===== config.mk =====
export PLATFORM = sky130hd
export DESIGN_NAME = tile_renderer
export DESIGN_NICKNAME = d
export VERILOG_FILES = /design/src/rtl/world_pkg.sv /design/src/rtl/tile_color_lut.sv /design/src/rtl/tile_renderer.sv
export SDC_FILE = /design/constraint.sdc
export NUM_CORES = 1
export LEC_CHECK = 0
export CAP_MARGIN = 20
export CORE_MARGIN = 1.5
export CORE_UTILIZATION = 45
export CTS_BUF_LIST = sky130_fd_sc_hd__clkbuf_8
export CTS_CLUSTER_DIAMETER = 80
export DETAILED_ROUTE_END_ITERATION = 10
export PLACE_DENSITY = 0.75
export SYNTH_ARGS = -nofsm -noshare
export SYNTH_HDL_FRONTEND = slang
export SYNTH_SLANG_ARGS = --single-unit

===== constraint.sdc =====
create_clock -name clock -period 2.5 [get_ports clock]
set_input_delay 0.5 -clock clock [delete_from_list [all_inputs] [get_ports clock]]
set_output_delay 0.5 -clock clock [all_outputs]
set_load 0.03 [all_outputs]

===== src/rtl/world_pkg.sv =====
// -----------------------------------------------------------------------------
// world_pkg
// Shared constants for the robot world: map geometry, cell codes, robot
// orientation codes and the renderer colour palette.
// No ports (package).
// -----------------------------------------------------------------------------
package world_pkg;

   // Map geometry as stored by the world/map store (rows 1..10, cols 1..20).
   localparam int MAP_ROWS = 10;
   localparam int MAP_COLS = 20;

   // Cell codes held in the map store; 3..6 are unused and flagged as errors.
   typedef enum logic [2:0] {
      CELL_FREE    = 3'd0,
      CELL_WALL    = 3'd1,
      CELL_BARRIER = 3'd2,
      CELL_TRASH   = 3'd7
   } cell_e;

   typedef enum logic [1:0] {
      ORIENT_N = 2'b00,
      ORIENT_S = 2'b01,
      ORIENT_E = 2'b10,
      ORIENT_W = 2'b11
   } orient_e;

   // 24-bit RGB palette, {R, G, B}.
   localparam logic [23:0] COL_BLACK     = 24'h000000;
   localparam logic [23:0] COL_GRID      = 24'h404040;
   localparam logic [23:0] COL_FREE      = 24'h202020;
   localparam logic [23:0] COL_WALL      = 24'h804000;
   localparam logic [23:0] COL_BARRIER   = 24'hFFFF00;
   localparam logic [23:0] COL_TRASH_ON  = 24'h00C000;
   localparam logic [23:0] COL_TRASH_OFF = 24'h004000;
   localparam logic [23:0] COL_ERROR     = 24'hFF00FF;
   localparam logic [23:0] COL_ROBOT     = 24'h0000FF;
   localparam logic [23:0] COL_MARKER    = 24'hFFFFFF;

endpackage


===== src/rtl/tile_color_lut.sv =====
// -----------------------------------------------------------------------------
// tile_color_lut
// Combinational cell-code to colour lookup for the tile renderer.
// Ports:
//   code_i  [2:0]  map cell code
//   blink_i        trash blink phase; 1 selects the dim trash colour
//   rgb_o   [23:0] cell colour {R, G, B}
// -----------------------------------------------------------------------------
module tile_color_lut
   import world_pkg::*;
(
   input  logic [2:0]  code_i,
   input  logic        blink_i,
   output logic [23:0] rgb_o
);

   always_comb begin
      rgb_o = COL_ERROR;
      case (code_i)
         CELL_FREE:    rgb_o = COL_FREE;
         CELL_WALL:    rgb_o = COL_WALL;
         CELL_BARRIER: rgb_o = COL_BARRIER;
         CELL_TRASH:   rgb_o = blink_i ? COL_TRASH_OFF : COL_TRASH_ON;
         default:      rgb_o = COL_ERROR;
      endcase
   end

endmodule


===== src/rtl/tile_renderer.sv =====
// -----------------------------------------------------------------------------
// tile_renderer
// Pixel-pipeline stage after vga_sync: maps pix_x/pix_y onto the 10x20 map,
// reads the cell code from the world store, colours it, overlays the robot
// with an orientation marker and delays the sync signals to match.
//
// There is no valid/ready handshake: every clock is a pixel beat, accepted
// unconditionally, and its colour appears exactly 3 cycles later. No stalls.
//
// Ports:
//   clock, reset          pixel clock; synchronous active-low reset
//   pix_x, pix_y  [9:0]   current pixel from vga_sync
//   video_on_in, hsync_in, vsync_in   vga_sync timing (syncs active-low)
//   robot_row, robot_column [5:0], robot_orient [1:0]  live robot state
//   map_addr      [7:0]   map read address, row*20+col (0 outside the map)
//   map_data      [2:0]   cell code, valid the cycle after map_addr
//   graph_r/g/b   [7:0]   pixel colour
//   hsync_out, vsync_out, video_on_out   timing delayed 3 cycles
// -----------------------------------------------------------------------------
module tile_renderer
   import world_pkg::*;
#(
   parameter int CELL_LOG2  = 5,
   parameter int BLINK_LOG2 = 5
) (
   input  logic       clock,
   input  logic       reset,
   input  logic [9:0] pix_x,
   input  logic [9:0] pix_y,
   input  logic       video_on_in,
   input  logic       hsync_in,
   input  logic       vsync_in,
   input  logic [5:0] robot_row,
   input  logic [5:0] robot_column,
   input  logic [1:0] robot_orient,
   output logic [7:0] map_addr,
   input  logic [2:0] map_data,
   output logic [7:0] graph_r,
   output logic [7:0] graph_g,
   output logic [7:0] graph_b,
   output logic       hsync_out,
   output logic       vsync_out,
   output logic       video_on_out
);

   localparam int RC_W = 10 - CELL_LOG2;

   // Marker geometry relative to the cell edge: a band one quarter deep on the
   // facing side, centred over the middle quarter of the other axis.
   localparam logic [CELL_LOG2-1:0] EDGE_NEAR = CELL_LOG2'(1 << (CELL_LOG2 - 2));
   localparam logic [CELL_LOG2-1:0] EDGE_FAR  = CELL_LOG2'(3 << (CELL_LOG2 - 2));
   localparam logic [CELL_LOG2-1:0] MID_LO    = CELL_LOG2'(3 << (CELL_LOG2 - 3));
   localparam logic [CELL_LOG2-1:0] MID_HI    = CELL_LOG2'((5 << (CELL_LOG2 - 3)) - 1);

   typedef struct packed {
      logic [RC_W-1:0]      r;
      logic [RC_W-1:0]      c;
      logic [CELL_LOG2-1:0] lx;
      logic [CELL_LOG2-1:0] ly;
      logic                 in_map;
      logic                 video_on;
   } side_t;

   side_t                 s0_d, s0_q, s1_q;
   logic [7:0]            map_addr_d, map_addr_q;
   logic [2:0]            code_q;
   logic [23:0]           rgb_d, rgb_q;
   logic [2:0]            hs_q, vs_q, von_q;
   logic                  vs_prev_q;
   logic [5:0]            lat_row_q, lat_col_q;
   orient_e               lat_orient_q;
   logic [BLINK_LOG2:0]   frame_q;

   // ---------------- S0: cell coordinates and map address ----------------
   logic [9:0] row_full, col_full;
   logic [7:0] rp1, cp1;
   logic       in_map_s0;

   assign row_full  = pix_y >> CELL_LOG2;
   assign col_full  = pix_x >> CELL_LOG2;
   assign in_map_s0 = (row_full < 10'(MAP_ROWS)) && (col_full < 10'(MAP_COLS));
   // Map rows/cols are 1-based in the store; only meaningful when in_map.
   assign rp1 = row_full[7:0] + 8'd1;
   assign cp1 = col_full[7:0] + 8'd1;

   always_comb begin
      // row*20 as row*16 + row*4
      map_addr_d  = in_map_s0 ? ((rp1 << 4) + (rp1 << 2) + cp1) : 8'd0;
      s0_d.r        = row_full[RC_W-1:0];
      s0_d.c        = col_full[RC_W-1:0];
      s0_d.lx       = pix_x[CELL_LOG2-1:0];
      s0_d.ly       = pix_y[CELL_LOG2-1:0];
      s0_d.in_map   = in_map_s0;
      s0_d.video_on = video_on_in;
   end

   // ---------------- S2: colour select ----------------
   logic [23:0] lut_rgb;
   logic        robot_hit, mid_x, mid_y, marker;

   tile_color_lut u_lut (
      .code_i  (code_q),
      .blink_i (frame_q[BLINK_LOG2]),
      .rgb_o   (lut_rgb)
   );

   assign robot_hit = ((10'(s1_q.r) + 10'd1) == {4'b0, lat_row_q}) &&
                      ((10'(s1_q.c) + 10'd1) == {4'b0, lat_col_q});
   assign mid_x = (s1_q.lx >= MID_LO) && (s1_q.lx <= MID_HI);
   assign mid_y = (s1_q.ly >= MID_LO) && (s1_q.ly <= MID_HI);

   always_comb begin
      marker = 1'b0;
      case (lat_orient_q)
         ORIENT_N: marker = (s1_q.ly <  EDGE_NEAR) && mid_x;
         ORIENT_S: marker = (s1_q.ly >= EDGE_FAR)  && mid_x;
         ORIENT_E: marker = (s1_q.lx >= EDGE_FAR)  && mid_y;
         ORIENT_W: marker = (s1_q.lx <  EDGE_NEAR) && mid_y;
         default:  marker = 1'b0;
      endcase
   end

   always_comb begin
      rgb_d = COL_BLACK;
      if (!s1_q.video_on || !s1_q.in_map) begin
         rgb_d = COL_BLACK;
      end else if (robot_hit) begin
         rgb_d = marker ? COL_MARKER : COL_ROBOT;
      end else if ((s1_q.lx == '0) || (s1_q.ly == '0)) begin
         rgb_d = COL_GRID;
      end else begin
         rgb_d = lut_rgb;
      end
   end

   // Robot position and blink counter only move on a vsync falling edge so a
   // frame is never drawn with two robot positions.
   logic vs_fall;
   assign vs_fall = vs_prev_q && !vsync_in;

   always_ff @(posedge clock) begin
      if (!reset) begin
         map_addr_q   <= 8'd0;
         s0_q         <= '0;
         s1_q         <= '0;
         code_q       <= 3'd0;
         rgb_q        <= COL_BLACK;
         hs_q         <= 3'b111;
         vs_q         <= 3'b111;
         von_q        <= 3'b000;
         vs_prev_q    <= 1'b1;
         lat_row_q    <= 6'd1;
         lat_col_q    <= 6'd1;
         lat_orient_q <= ORIENT_N;
         frame_q      <= '0;
      end else begin
         map_addr_q <= map_addr_d;
         s0_q       <= s0_d;
         s1_q       <= s0_q;
         code_q     <= map_data;
         rgb_q      <= rgb_d;
         hs_q       <= {hs_q[1:0], hsync_in};
         vs_q       <= {vs_q[1:0], vsync_in};
         von_q      <= {von_q[1:0], video_on_in};
         vs_prev_q  <= vsync_in;
         if (vs_fall) begin
            lat_row_q    <= robot_row;
            lat_col_q    <= robot_column;
            lat_orient_q <= orient_e'(robot_orient);
            frame_q      <= frame_q + 1'b1;
         end
      end
   end

   assign map_addr     = map_addr_q;
   assign graph_r      = rgb_q[23:16];
   assign graph_g      = rgb_q[15:8];
   assign graph_b      = rgb_q[7:0];
   assign hsync_out    = hs_q[2];
   assign vsync_out    = vs_q[2];
   assign video_on_out = von_q[2];

endmodule


# After elaboration in Yosys (flattened, before gate mapping)
# Cells that the tools add are included.
# totals
reg_bits,109
inputBits,42
output_inout_bits,35
wordCells,75
# classes
add_sub_neg,7
magnitude_cmp,10
eq_ne,8
mux,6
bitwise_logic,1
reduce_logical,20
# op_table
cell,count
case mux 24 bit (4 select lines),1
two-way mux 24 bit,3
"adder 5 x 1 -> 6 bit, second input constant",4
two-way mux 16 bit,1
"< comparator 5 x 4 -> 1 bit, second input constant",3
== test 6 bit,2
"greater-or-equal comparator 5 x 4 -> 1 bit, second input constant",2
"greater-or-equal comparator 5 bit, second input constant",2
"<= comparator 5 bit, second input constant",2
logical NOT 5 bit,2
logical AND 1 bit,9
adder 8 x 6 -> 8 bit,1
adder 8 bit,1
"adder 6 x 1 -> 6 bit, second input constant",1
"< comparator 5 bit, second input constant",1
"== test 2 bit, second input constant",2
case mux 1 bit (4 select lines),1
"== test 3 x 1 -> 1 bit, second input constant",1
"== test 3 x 2 -> 1 bit, second input constant",1
"== test 3 bit, second input constant",1
logical NOT 1 bit,3
logical NOT 3 bit,1
"== test 2 x 1 -> 1 bit, second input constant",1
logical NOT 2 bit,1
4 further kinds,5

# Logic depth before layout (Yosys ltp)
# logic_depth
ltp_word,6
ltp_mapped,9
depth_no_buf,9

# Cells and area by module
# Synthesis repeated with hierarchy kept, for this count alone.
# hier_totals
hier_cells,425
area_unflattened_um2,4226.6
# modules_own_cells
module,instances,cells_each,area_per_inst_um2,seq_area_each_um2
tile_renderer,1,393,3992.6,2122.0
tile_color_lut,1,32,234.0,0.0

# Least setup slack after synthesis
# No wires, ideal clock.
# synth_path
path_type,input to register
startpoint,input port pix_y[5]
endpoint,register map_addr_q[7] (netlist: map_addr[7])
setup_ps,123
arrival_ps,2228
required_ps,2377
setup_slack_ps,149
path_stages,9
n_path_buf,0
path_cell_list,ha_1 -> xor2_1 -> fa_1 -> ha_1 -> a21oi_1 -> o21bai_1 -> a21oi_1 -> xnor2_1 -> nor2_1
# synth_via
elab_chain_cells,3
word_cells_on_any_way,6
cone_classes,3 x add/sub; 1 x order compare; 2 x reduce/logical
# synth_rtl
element,line,rtl
"start, declared",tile_renderer.sv:29,"input logic [9:0] pix_y,"
adder 5 x 1 -> 6 bit or < comparator 5 x 4 -> 1 bit (tied branches),"tile_renderer.sv:83, tile_renderer.sv:81",
adder 8 bit or logical AND 1 bit (tied branches),"tile_renderer.sv:88, tile_renderer.sv:81",
adder 8 x 6 -> 8 bit or AND reduction 2 bit (tied branches),--,
"end signal, assigned",tile_renderer.sv:157,map_addr_q <= map_addr_d;
"end, declared",tile_renderer.sv:65,"logic [7:0] map_addr_d, map_addr_q;"
# Several ways; a longest one is shown, not always the timed one.
# A chain may end at the register's enable or synchronous reset.

# Worst setup path in the final report
# layout_path
startpoint,input port pix_y[7]
endpoint,register map_addr_q[7] (netlist: map_addr[7])
# Same word-level chain as after synthesis.

==> out/metrics.cfg <==
[status]
run_status=finished clean

[timing]
worst_pin_slew_ns=0.6387
timing.clock.skew_ns=0.01160
max_freq_ghz=0.4208
part_of_the_cycle_the_worst_path_needs_pct=95.05
worst_slew_margin_rel_pct=57.42
period_minus_slack_ns=2.376
setup_ws_ns=0.1237
setup_violations=0
final_hold_viol_count=0
final_max_slew_viols=0

[critical_path]
worstPathCellList=clkdlybuf4s50_1 > buf_4 > nand3_1 > xnor2_1 > ha_1 > ha_1 > inv_1 > o21bai_1 > a21oi_1 > xnor2_1 > nor2_1
worstSetupStartpointType=input port
timing.critical_path.fanout_max=5
setup.worst_path.class=in2reg
arrival_time_worst_endpoint_ns=2.59
worst_ep_required_time_ns=2.72
worst_r2r_path_depth=7
cp.buffers_inverters=3
crit_path_end_kind=flip-flop
path_delay_family=buffers and inverters
critical-path-max-stage-delay_ns=0.54
ff2ff_setup_slack_ns=0.29
reg2reg_to=rgb_q[15]$_SDFF_PP0_
critical-path-slowest-cell=sky130_fd_sc_hd__clkdlybuf4s50_1
worstReg2RegStart=s1_q[17]$_SDFF_PN0_

[placed_design]
routabilityCongestion=0.8536
post_place_worst_slack_ns=-0.4525
place_hpwl_mm=4.818
portBuffers=76
placed_cell_area_um2=4486

[finish]
flow.area_growth_from_synthesis_pct=30.55
design_area_um2=4737
drive_above_1_share_pct=10.04
num_antenna_cells=0
final_nets=510
final_core_util_pct=60.99
fillers=673

[die]
count_of_pins_on_the_block_boundary=77
coreArea_um2=7767
die_area_um2=8611
die_h_um=92.80
die_x_um=92.80
initial_core_utilization_pct=46.71
std_cell_rows=32

[detailed_routing]
ant_nets=0
wirelength_mm=6.493
dr_total_vias=2674
drt_iter0_markers=94
detailedRoute.firstPassIterationCount=4
wl_cell_um=11.59
drt_drc_violations_left=0
vias_per_cell=4.775

[cts]
tritoncts=yes
clk_pin_slew_worst_paths_ns=0.09
number_of_buffers_inserted_during_clock_tree_synthesis=9
tritoncts_num_sinks=93
holdBufCountCts=0
worstSkewPairLatency_ns=0.34
h_tree_levels=3
cts_max_path_buffers=2
cts_root_buffer=sky130_fd_sc_hd__clkbuf_8

[synthesis]
post_synth_instance_area_um2=3628
number_of_synthesized_flops_with_an_enable_pin=0
post_synth_num_cell_types=35
synthesis.yosys.warnings=0
syn-instance-count=375
synth.net_count=432
yosysSeqAreaShare_pct=51.31
most_used_flip_flop_cell_after_synthesis=sky130_fd_sc_hd__dfxtp_1
postSynthAreaPerCell_um2=9.676
asyncSetResetFlopFracSynth_pct=0
synth_seq_cells=93

[power]
leakagePower_nw=1.888
vdd.ir_drop.worst_mv=0.3499
cellPowerDensity_nw_per_um2=623.8

[run]
max_cap_viol_count=0

[global_route]
gr_ovfl_total=0
number_of_antenna_violations_at_the_first_check_in_global_routing=0
grt_pass1_vias=2560
grt_first_pass_wirelength_mm=10.91
pin_count_of_the_biggest_net_entering_global_routing=47
grt_use_total_pct=15.96

[hold_path]
hold_end=hs_q[2]$_SDFF_PN1_
beginning_of_the_worst_hold_path=hs_q[1]$_SDFF_PN1_
holdPathStages=1
hp-class=reg2reg

==> per-stage QoR <==
| stage | setup TNS [ns] | instances | hold slack [ns] | power (mW) |
|---|---|---|---|---|
| floorplan | 0 | 375 | 0.3863 | 1.839 |
| global placement | -0.7731 | 543 | 0.3904 | 2.003 |
| detailed placement | -1.373 | 543 | 0.3937 | 2.017 |
| CTS | 0 | 560 | 0.4157 | 2.959 |
| global route | -0.01171 | 560 | 0.4331 | 3.099 |
| finish | 0 | 560 | 0.4124 | 2.955 |
==> registers in the layout, indices dropped and copies added, names as in the netlist <==
signal        cells
code_q            3
frame_q           6
hs_q              3
lat_col_q         6
lat_orient_q      2
lat_row_q         6
map_addr          8
rgb_q            11
s0_q             21
s1_q             21
von_q             3
vs_q              3
==> cells in the final DEF (no fill, tap or decap), drive strengths merged, types with 3 or more instances in the layout <==
| cell type | n |
|---|---|
| clkdlybuf4s50 | 73 |
| and2 | 56 |
| a21boi | 14 |
| a31oi | 3 |
| ha | 14 |
| nand2 | 43 |
| clkinv | 3 |
| o21ai | 19 |
| nand4 | 3 |
| buf | 18 |
| xnor2 | 19 |
| or3 | 3 |
| nor4 | 3 |
| inv | 9 |
| xor2 | 7 |
| clkbuf | 9 |
| dfxtp | 93 |
| nand3 | 13 |
| nor2 | 12 |
| a21oi | 8 |
| nand2b | 11 |
==> worst max path at each step <==
| stage | endpoint | cells after the start | slack [ns] | startpoint |
|---|---|---|---|---|
| 2_1_floorplan | map_addr[7]$_SDFF_PN0_ | 9 | 0.15 | pix_y[5] |
| 3_3_place_gp | map_addr[7]$_SDFF_PN0_ | 10 | -0.32 | pix_y[5] |
| 3_5_place_dp | map_addr[7]$_SDFF_PN0_ | 10 | -0.45 | pix_y[6] |
| 4_1_cts | map_addr[7]$_SDFF_PN0_ | 10 | 0.02 | pix_y[6] |
| 5_1_grt | map_addr[7]$_SDFF_PN0_ | 11 | -0.01 | pix_y[7] |
| 6_report | map_addr[7]$_SDFF_PN0_ | 11 | 0.12 | pix_y[7] |
==> layout make-up <==
cell class              count  area, µm²  share of cell area [%]
clock buffers               9      123.9                   2.615
repair buffers             93      888.4                   18.75
multi-input cells         249       1644                   34.71
inverters                   7      26.28                  0.5547
clock inverters             7      65.06                   1.373
well taps                 102      127.6                   2.694
flip-flops and latches     93       1862                   39.30
==> cells in the mapped netlist (3+ instances only) <==
library cell | n | area, µm²
sky130_fd_sc_hd__a21boi_0 | 14 | 105.1
sky130_fd_sc_hd__a21oi_1 | 6 | 30.03
sky130_fd_sc_hd__a31oi_1 | 3 | 18.77
sky130_fd_sc_hd__and2_1 | 55 | 344.1
sky130_fd_sc_hd__buf_4 | 13 | 97.59
sky130_fd_sc_hd__clkbuf_1 | 13 | 48.80
sky130_fd_sc_hd__dfxtp_1 | 93 | 1862
sky130_fd_sc_hd__ha_1 | 14 | 175.2
sky130_fd_sc_hd__inv_1 | 7 | 26.28
sky130_fd_sc_hd__nand2_1 | 43 | 161.4
sky130_fd_sc_hd__nand2b_1 | 11 | 68.82
sky130_fd_sc_hd__nand3_1 | 13 | 65.06
sky130_fd_sc_hd__nand4_1 | 3 | 18.77
sky130_fd_sc_hd__nor2_1 | 12 | 45.04
sky130_fd_sc_hd__nor4_1 | 3 | 18.77
sky130_fd_sc_hd__o21ai_0 | 18 | 90.09
sky130_fd_sc_hd__or3_1 | 3 | 18.77
sky130_fd_sc_hd__xnor2_1 | 19 | 166.4
sky130_fd_sc_hd__xor2_1 | 7 | 61.31
==> power by group <==
part | switching, mW | leakage, nW | internal, mW
registers | 0.0349 | 0.764 | 1.54
clock network | 0.485 | 0.101 | 0.457
logic | 0.193 | 1.02 | 0.243
==> timing repair <==
item | CTS | global route
buffers inserted | 1 | 0
endpoints found under the setup margin | 2 | 2
gates resized for setup | 4 | 5
pin swaps | 5 | 6
==> layer usage <==
layer	up-vias	global-route usage [%]	wire length, µm
met5	-	0	0
met4	0	7.702	138
met3	12	3.530	323
met2	73	27.92	3038
met1	1213	18.27	2992
li1	1376	-	-
==> cells by family after synthesis <==
logic type                 after synthesis  synth area share [%]
AOI/OAI and AO/OA                       51                 8.897
xor gates and xnor gates                26                 6.276
adders and majority gates               15                 5.379
buffers and inverters                   33                 4.759
DFF                                     93                 51.31
muxes                                    2                0.5517
and+or+nand+nor                        155                 22.83
No activity file was read; power rests on OpenSTA's default activity.
